File: src/rtl/game_config.vh
// game_config: screen geometry and colour widths shared by the video blocks.
`ifndef GAME_CONFIG_VH
`define GAME_CONFIG_VH
`define X_WIDTH 10
`define Y_WIDTH 10
`define RGB_WIDTH 3
`define SCREEN_WIDTH 640
`define SCREEN_HEIGHT 480
`endif

File: src/rtl/game_sprite_display_scaled_pkg.sv
// game_sprite_display_scaled_pkg: shared widths and the latched sprite attribute record.
`include "game_config.vh"
package game_sprite_display_scaled_pkg;
    localparam int XW = `X_WIDTH;
    localparam int YW = `Y_WIDTH;
    localparam int RGBW = `RGB_WIDTH;
    localparam int SCR_W = `SCREEN_WIDTH;
    localparam int SCR_H = `SCREEN_HEIGHT;

    typedef struct packed {
        logic [XW-1:0] x;
        logic [YW-1:0] y;
        logic [1:0]    s;
        logic          mx;
        logic          my;
    } sprite_attr_t;

    // Scale code 3 is reserved and behaves as x1.
    function automatic logic [1:0] shift_of(input logic [1:0] scale);
        return (scale == 2'd3) ? 2'd0 : scale;
    endfunction
endpackage

File: src/rtl/game_sprite_display_scaled_bitmap_rom.sv
// game_sprite_bitmap_rom: constant sprite bitmap, (row, column) -> {enable, rgb}.
module game_sprite_bitmap_rom
    import game_sprite_display_scaled_pkg::*;
#(
    parameter int SPRITE_WIDTH = 8,
    parameter int SPRITE_HEIGHT = 8,
    parameter logic [SPRITE_HEIGHT*SPRITE_WIDTH*(1+RGBW)-1:0] BITMAP = '0
) (
    input  logic [$clog2(SPRITE_HEIGHT)-1:0] row,
    input  logic [$clog2(SPRITE_WIDTH)-1:0]  col,
    output logic                             en,
    output logic [RGBW-1:0]                  rgb
);
    localparam int EW = 1 + RGBW;
    localparam int NE = SPRITE_HEIGHT * SPRITE_WIDTH;

    logic [EW-1:0] entries [NE];

    // Entry 0 (row 0, column 0) sits at the MSB end of the flat bitmap.
    for (genvar i = 0; i < NE; i++) begin : g_unpack
        assign entries[i] = BITMAP[NE*EW-1-i*EW -: EW];
    end

    assign {en, rgb} = entries[{row, col}];
endmodule

File: src/rtl/game_sprite_display_scaled.sv
// game_sprite_display_scaled: scaled, mirrorable sprite overlay with a 3-stage pixel pipeline
// (offsets/compares, hit+index, bitmap lookup).
module game_sprite_display_scaled
    import game_sprite_display_scaled_pkg::*;
#(
    parameter int SPRITE_WIDTH = 8,
    parameter int SPRITE_HEIGHT = 8,
    parameter logic [SPRITE_HEIGHT*SPRITE_WIDTH*(1+RGBW)-1:0] BITMAP = '0
) (
    input  logic            clk,
    input  logic            reset_n,
    input  logic            frame_start,
    input  logic            pixel_valid,
    input  logic [XW-1:0]   pixel_x,
    input  logic [YW-1:0]   pixel_y,
    input  logic [XW-1:0]   sprite_x,
    input  logic [YW-1:0]   sprite_y,
    input  logic [1:0]      scale,
    input  logic            mirror_x,
    input  logic            mirror_y,
    output logic            sprite_within_screen,
    output logic [XW-1:0]   sprite_out_left,
    output logic [XW-1:0]   sprite_out_right,
    output logic [YW-1:0]   sprite_out_top,
    output logic [YW-1:0]   sprite_out_bottom,
    output logic            rgb_en,
    output logic [RGBW-1:0] rgb
);
    localparam int CW = $clog2(SPRITE_WIDTH);
    localparam int RW = $clog2(SPRITE_HEIGHT);
    localparam logic [XW:0] SPW = (XW+1)'(SPRITE_WIDTH);
    localparam logic [YW:0] SPH = (YW+1)'(SPRITE_HEIGHT);
    localparam logic [XW:0] ONE_X = (XW+1)'(1);
    localparam logic [YW:0] ONE_Y = (YW+1)'(1);
    localparam logic [XW:0] MAX_X = (XW+1)'(SCR_W - 1);
    localparam logic [YW:0] MAX_Y = (YW+1)'(SCR_H - 1);

    sprite_attr_t act, req, eff;
    logic [XW:0] left, right, px;
    logic [YW:0] top, bottom, py;

    logic          v1, v2;
    logic [3:0]    cmp1;
    logic [XW:0]   dx1;
    logic [YW:0]   dy1;
    logic [1:0]    s1;
    logic          mx1, my1;
    logic [CW-1:0] col, col2;
    logic [RW-1:0] row, row2;
    logic          rom_en;
    logic [RGBW-1:0] rom_rgb;

    // A pixel in the frame_start cycle already sees the newly requested attributes.
    assign req = '{x: sprite_x, y: sprite_y, s: shift_of(scale), mx: mirror_x, my: mirror_y};
    assign eff = frame_start ? req : act;

    // Footprint is computed one bit wider so edges past the port range never wrap.
    assign left   = {1'b0, eff.x};
    assign top    = {1'b0, eff.y};
    assign right  = left + (SPW << eff.s) - ONE_X;
    assign bottom = top + (SPH << eff.s) - ONE_Y;
    assign px     = {1'b0, pixel_x};
    assign py     = {1'b0, pixel_y};

    assign col = mx1 ? ~CW'(dx1 >> s1) : CW'(dx1 >> s1);
    assign row = my1 ? ~RW'(dy1 >> s1) : RW'(dy1 >> s1);

    game_sprite_bitmap_rom #(
        .SPRITE_WIDTH (SPRITE_WIDTH),
        .SPRITE_HEIGHT(SPRITE_HEIGHT),
        .BITMAP       (BITMAP)
    ) u_rom (
        .row(row2),
        .col(col2),
        .en (rom_en),
        .rgb(rom_rgb)
    );

    always_ff @(posedge clk or negedge reset_n) begin
        if (!reset_n) begin
            act                  <= '0;
            sprite_within_screen <= 1'b0;
            sprite_out_left      <= '0;
            sprite_out_right     <= '0;
            sprite_out_top       <= '0;
            sprite_out_bottom    <= '0;
            v1                   <= 1'b0;
            cmp1                 <= '0;
            dx1                  <= '0;
            dy1                  <= '0;
            s1                   <= '0;
            mx1                  <= 1'b0;
            my1                  <= 1'b0;
            v2                   <= 1'b0;
            col2                 <= '0;
            row2                 <= '0;
            rgb_en               <= 1'b0;
            rgb                  <= '0;
        end else begin
            if (frame_start) begin
                act                  <= req;
                sprite_out_left      <= eff.x;
                sprite_out_top       <= eff.y;
                sprite_out_right     <= right[XW-1:0];
                sprite_out_bottom    <= bottom[YW-1:0];
                sprite_within_screen <= (right <= MAX_X) && (bottom <= MAX_Y);
            end
            v1   <= pixel_valid;
            cmp1 <= {px >= left, px <= right, py >= top, py <= bottom};
            dx1  <= px - left;
            dy1  <= py - top;
            s1   <= eff.s;
            mx1  <= eff.mx;
            my1  <= eff.my;
            v2   <= v1 && (&cmp1);
            col2 <= col;
            row2 <= row;
            rgb_en <= v2 && rom_en;
            if (v2 && rom_en)
                rgb <= rom_rgb;
        end
    end
endmodule

File: config.mk
export PLATFORM = sky130hd
export DESIGN_NAME = game_sprite_display_scaled
export DESIGN_NICKNAME = d
export VERILOG_FILES = /design/src/rtl/game_sprite_display_scaled_pkg.sv /design/src/rtl/game_sprite_display_scaled_bitmap_rom.sv /design/src/rtl/game_sprite_display_scaled.sv
export VERILOG_INCLUDE_DIRS = /design/src /design/src/rtl
export SDC_FILE = /design/constraint.sdc
export NUM_CORES = 1
export LEC_CHECK = 0
export CAP_MARGIN = 25
export CORE_MARGIN = 2
export CORE_UTILIZATION = 49
export CTS_BUF_LIST = sky130_fd_sc_hd__clkbuf_8 sky130_fd_sc_hd__clkbuf_16
export DETAILED_ROUTE_END_ITERATION = 12
export PLACE_DENSITY_LB_ADDON = 0.08
export SLEW_MARGIN = 25
export SYNTH_ARGS = -nofsm -noshare
export SYNTH_HDL_FRONTEND = slang
export SYNTH_SLANG_ARGS = --single-unit
File: constraint.sdc
create_clock -name clk -period 4.2 [get_ports clk]
set_clock_uncertainty 0.1 [all_clocks]
set_input_delay 0.84 -clock clk [delete_from_list [all_inputs] [get_ports clk]]
set_output_delay 0.84 -clock clk [all_outputs]
set_load 0.05 [all_outputs]
**Word-level counts from Yosys, hierarchy flattened**

Memory sizes are Yosys's and may differ from the RTL's.
Cells that the tools add are included.

- Bits in registers: 103
- ROM bits: 256
- Bits of input ports: 48
- Output and inout bits: 45
- Logic and storage cells: 50
- Memories: 1

- $add $sub $neg: 6
- $lt $le $gt $ge: 7
- Equality and inequality tests: 1
- Shift-type cells: 3
- Mux-type cells: 6
- Bitwise operators: 3
- Reductions and logical operators: 4

Memory list:

| memory | depth | width | rd ports | clocked after memory_dff | write ports | line | RTL |
|---|---|---|---|---|---|---|---|
| (name not given) | 64 | 4 | 1 | 0 | 0 | game_sprite_display_scaled_bitmap_rom.sv:24 | `assign {en, rgb} = entries[{row, col}];` |

Operators with widths:

| cell | number |
|---|---|
| 24-bit 2-to-1 mux | 1 |
| 10-bit by 11-bit adder with 11-bit output | 2 |
| 10-bit by 11-bit less-or-equal comparator with 1-bit output | 2 |
| 11-bit by 2-bit >> shifter with 3-bit output | 2 |
| 10-bit by 10-bit subtractor with 11-bit output | 2 |
| 11-bit by 1-bit subtractor with 11-bit output (second input constant) | 2 |
| 10-bit >= comparator | 2 |
| 11-bit by 10-bit less-or-equal comparator with 1-bit output (second input constant) | 1 |
| 11-bit by 9-bit less-or-equal comparator with 1-bit output (second input constant) | 1 |
| 4-bit by 2-bit << shifter with 11-bit output (first input constant) | 1 |
| 4-bit 2-to-1 mux | 2 |
| 7-bit >= comparator (second input constant) | 1 |
| 6-bit NOT with 7-bit output | 1 |
| 3-bit 2-to-1 mux | 2 |
| 3-bit NOT | 2 |
| 4-bit AND reduction | 1 |
| 1-bit logical AND | 3 |
| 2-bit == test (second input constant) | 1 |
| 2-bit 2-to-1 mux | 1 |

**Longest topological paths before layout**

- Depth after elaboration: 8
- Gate-level depth with buffers: 14
- Depth with buffers taken out: 13

**Modules after synthesis**

From an unflattened synthesis, not the netlist that was laid out.

- Cell total of the unflattened synthesis: 535
- Area, all modules: 5476.5 µm²

Modules (own cells, without submodules):

| module | instances | cells each | area an instance (µm²) | sequential area each (µm²) |
|---|---|---|---|---|
| game_sprite_display_scaled | 1 | 530 | 5442.7 | 2327.2 |
| game_sprite_bitmap_rom | 1 | 5 | 33.8 | 0.0 |

**Least setup slack after synthesis**

Ideal clock, no wire load.

- Path type: input to register
- From: in frame_start
- To: reg sprite_within_screen
- Library setup time: 0.104 ns
- Arrival time: 3.468 ns
- Required time: 3.996 ns
- Setup slack: 0.529 ns
- Stages on the path: 13
- Path through: buf_4 clkbuf_1 nand2_1 o21a_1 ha_1 inv_1 ha_1 and4_4 or3_4 a311o_1 a21oi_2 xnor2_1 o41ai_2

- Cells in the longest elaborated chain, start to end: 6

Ends and longest elaborated chain:

| element | line | RTL |
|---|---|---|
| from (decl) | game_sprite_display_scaled.sv:12 | `input logic frame_start,` |
| 24-bit 2-to-1 mux | -- |  |
| 4-bit by 2-bit << shifter with 11-bit output | game_sprite_display_scaled.sv:60, game_sprite_display_scaled.sv:61 |  |
| 10-bit by 11-bit adder with 11-bit output (on tied branches) | game_sprite_display_scaled.sv:60, game_sprite_display_scaled.sv:61 |  |
| 11-bit by 1-bit subtractor with 11-bit output (on tied branches) | game_sprite_display_scaled.sv:60, game_sprite_display_scaled.sv:61 |  |
| 11-bit by 10-bit less-or-equal comparator with 1-bit output or 11-bit by 9-bit less-or-equal comparator with 1-bit output (tied branches) | game_sprite_display_scaled.sv:106 | `sprite_within_screen <= (right <= MAX_X) && (bottom <= MAX_Y);` |
| 1-bit logical AND | game_sprite_display_scaled.sv:106 |  |
| to (signal assigned) | game_sprite_display_scaled.sv:106 |  |
| to (decl) | game_sprite_display_scaled.sv:21 | `output logic sprite_within_screen,` |

Parallel ways exist; a longest one is shown, timed or not.
A chain may end at the register's enable or synchronous reset.

==> metrics.md <==
| Metric | Value |
|---|---|
| Clock buffer depth | `2` |
| Sequential area share after synthesis | `0.4570` |
| Max-cap violations | `0` |
| Synth top area share | `0.4570` |
| Syn Std Cell Area | `3450 um^2` |
| Leading area contributor after synthesis | `dfrtp_1` |
| CTS tree | `built` |
| Die ar. | `7727 um^2` |
| Worst setup EP type | `flop` |
| Crit path arrival time | `3.94 ns` |
| Share of cells above drive strength 1 | `0.07944` |
| GRT Total Usage | `0.1781` |
| Fmax | `0.2621 GHz` |
| I/O Buffers | `65` |
| Die height | `87.91 um` |
| Critical Path RT | `4.33 ns` |
| Die W | `87.91 um` |
| Initial core utilization | `0.5077` |
| Crit-path cells | `clkdlybuf4s50_1 > nand2_1 > o22ai_1 > buf_4 > or2_0 > xnor2_1 > ha_1 > a21o_1 > a21oi_1 > o21ai_1 > a221o_1 > xnor2_1 > a31oi_1 > o41ai_2` |
| Gpl congestion | `0.7949` |
| # DRC | `0` |
| Tcrit/Tclk final | `0.9085` |
| Crit Path Category | `in2reg` |
| Min-delay worst type | `in2async` |
| CTS Sinks | `63` |
| Drt initial violations | `87` |
| Std cell rows | `30` |
| Synth area leaders | `dfrtp_1 46%, ha_1 9.4%, inv_1 8.3%` |
| Total inserted antenna cells | `0` |
| Hold-fix buffers, CTS | `0` |
| Worst-path clk slew | `0.06 ns` |
| NumNets Final | `501` |
| Crit path buffers/inverters | `2` |
| Wire per inst | `11.83 um` |
| I/O pin total | `93` |
| RSZ-0062 raised after global routing | `no` |
| Post-synth top cells | `76 x inv_1, 63 x dfrtp_1, 26 x ha_1` |
| FF+latch count, synth | `63` |
| Area growth syn-to-layout | `26.73%` |
| Fin util | `0.6435` |
| Run status | `finished, final reports clean` |
| Delay-heaviest family, CP | `compound AO/OA/AOI/OAI gates` |
| Num CTS Buffers | `9` |
| H-tree Lvls | `3` |
| Post-Route WL | `6200 um` |
| Critical path's largest stage delay | `0.49 ns` |
| Clock latency on the worst-skew pair | `0.32 ns` |
| Drt pass-1 iters | `4` |
| Slew headroom | `0.6186` |
| Largest net degree at the start of global routing | `47` |
| Count leader, synth | `inv_1` |
| Leakage power | `2.178 nW` |
| Syn Inst Count | `352` |
| Final instance area | `4372 um^2` |
| Root Driver | `clkbuf_8` |
| Post-synth ARST share | `1.000` |
| Post-synth EDFFs | `0` |
| Avg Synthesized Cell Area | `9.800 um^2` |
| Post-CTS Setup Bufs | `0` |
| Post-synth top flop | `dfrtp_1` |
| ANT nets after route | `0` |
| Setup TNS | `0 ns` |
| Final min period | `3.816 ns` |
| Max FO, Critical Path | `5` |
| Most used cell, CP | `xnor2_1` |
| PostCTS Resize Cnt | `0` |
| Final setup fails | `0` |
| Core box area | `6794 um^2` |
| CP Launch Type | `primary input` |
| Placed instance area | `4208 um^2` |
| Final Hold Viols | `0` |
| Synth Warn # | `0` |
| PwrDens | `521.1 nW/um^2` |
| DR vias | `2,469` |
| Synth cell types | `44` |
| Max-slew violation count | `0` |
| Slew @ Worst Pin | `0.5722 ns` |
| Post-DP HPWL | `4682 um` |
| First-pass GRT wire length | `10,700 um` |
| Grt ovf | `0` |
| Peak VDD IR | `0.2973 mV` |
| Vias in the first global route | `2,383` |
| Via density | `4.712` |
| Initial antenna violation count | `0` |
| Worst path slowest cell | `clkdlybuf4s50_1` |
==> layout by cell type (no fill, tap or decap), types with 2 or more instances in the layout <==
master,Yosys,final
mux2i_1,11,11
inv_1,76,78
a31oi_1,2,2
clkdlybuf4s50_1,0,63
nand2b_1,4,4
o21a_1,18,18
nand2_1,25,25
ha_1,26,26
or3_1,2,2
nor2_1,10,10
xnor2_1,14,14
a21o_1,6,6
mux2_1,4,4
buf_4,5,7
dfrtp_1,63,63
xor2_1,3,3
nor4_1,3,3
buf_2,0,2
o22ai_1,3,3
conb_1,1,4
mux2_2,6,6
nor3_1,2,2
o21ai_1,21,21
nor2b_1,3,3
clkbuf_8,0,11
nand3_1,3,3
a21oi_1,14,14
fa_1,2,2
==> power by group <==
group / switching, W / total [W] / internal [W]
registers: 0.0000535 / 0.000774 / 0.000721
clock network: 0.000210 / 0.000445 / 0.000235
logic: 0.000656 / 0.00106 / 0.000403
==> stage by stage <==
step / power, W / hold WS, ns / instances / worst slack (ns)
CTS: 0.002307 / 0.3466 / 524 / 0.4025
global route: 0.002423 / 0.3681 / 524 / 0.2538
finish: 0.002278 / 0.3369 / 524 / 0.3844
global placement: 0.001838 / 0.3668 / 510 / 0.08302
detailed placement: 0.001852 / 0.3796 / 510 / 0.06706
floorplan: 0.001532 / 0.3839 / 355 / 0.5285
==> final cells by class <==
| cell class | count | area (um^2) |
|---|---|---|
| fill | 577 | 2422 |
| sequential | 63 | 1577 |
| multi-input combinational | 201 | 1509 |
| timing repair buffer | 73 | 713.2 |
| inverter | 77 | 289.0 |
| clock buffer | 11 | 151.4 |
| tap | 96 | 120.1 |
| clock inverter | 3 | 12.51 |
==> state kept, by name, summed over array words and instances, names as in the netlist <==
signal and count:
s1 2, sprite_out_left 10, act 20, sprite_out_bottom 10
sprite_within_screen 1, sprite_out_top 10, sprite_out_right 10
==> cell families (layout without fill, tap and decap cells) <==
| kind of cell | after synthesis | after routing | synth area share |
|---|---|---|---|
| multiplexers | 22 | 22 | 0.06855 |
| other | 1 | 4 | 0.001087 |
| AO/OA/AOI/OAI | 70 | 70 | 0.1299 |
| AND/OR/NAND/NOR | 60 | 60 | 0.08561 |
| buffers and inverters | 91 | 164 | 0.1088 |
| adder cells (fa/ha/maj) | 28 | 28 | 0.1059 |
| XOR/XNOR | 17 | 17 | 0.04316 |
| flip-flops | 63 | 63 | 0.4570 |
==> final timing paths <==
path	cells after the start	to	slack (ns)	start
min	1	sprite_out_left[7]	0.34	reset_n
min in group clk	1	sprite_out_right[2]	0.39	sprite_out_right[2]
max in group asynchronous	2	sprite_out_top[6]	2.75	reset_n
max	14	sprite_within_screen	0.38	scale[0]
max reg2reg	13	sprite_within_screen	1.03	s1[0]
min reg2reg	1	sprite_out_right[2]	0.39	sprite_out_right[2]
==> per-layer routing <==
layer	wire length (um)	global-route usage	part of all wire	vias to the layer above
met5	0	0	0	-
met4	81	0.07972	0.013	0
met3	340	0.03959	0.055	8
met2	2617	0.2576	0.42	57
met1	3161	0.2562	0.51	1129
li1	-	-	-	1275
Power figures use the tool's default switching activity.
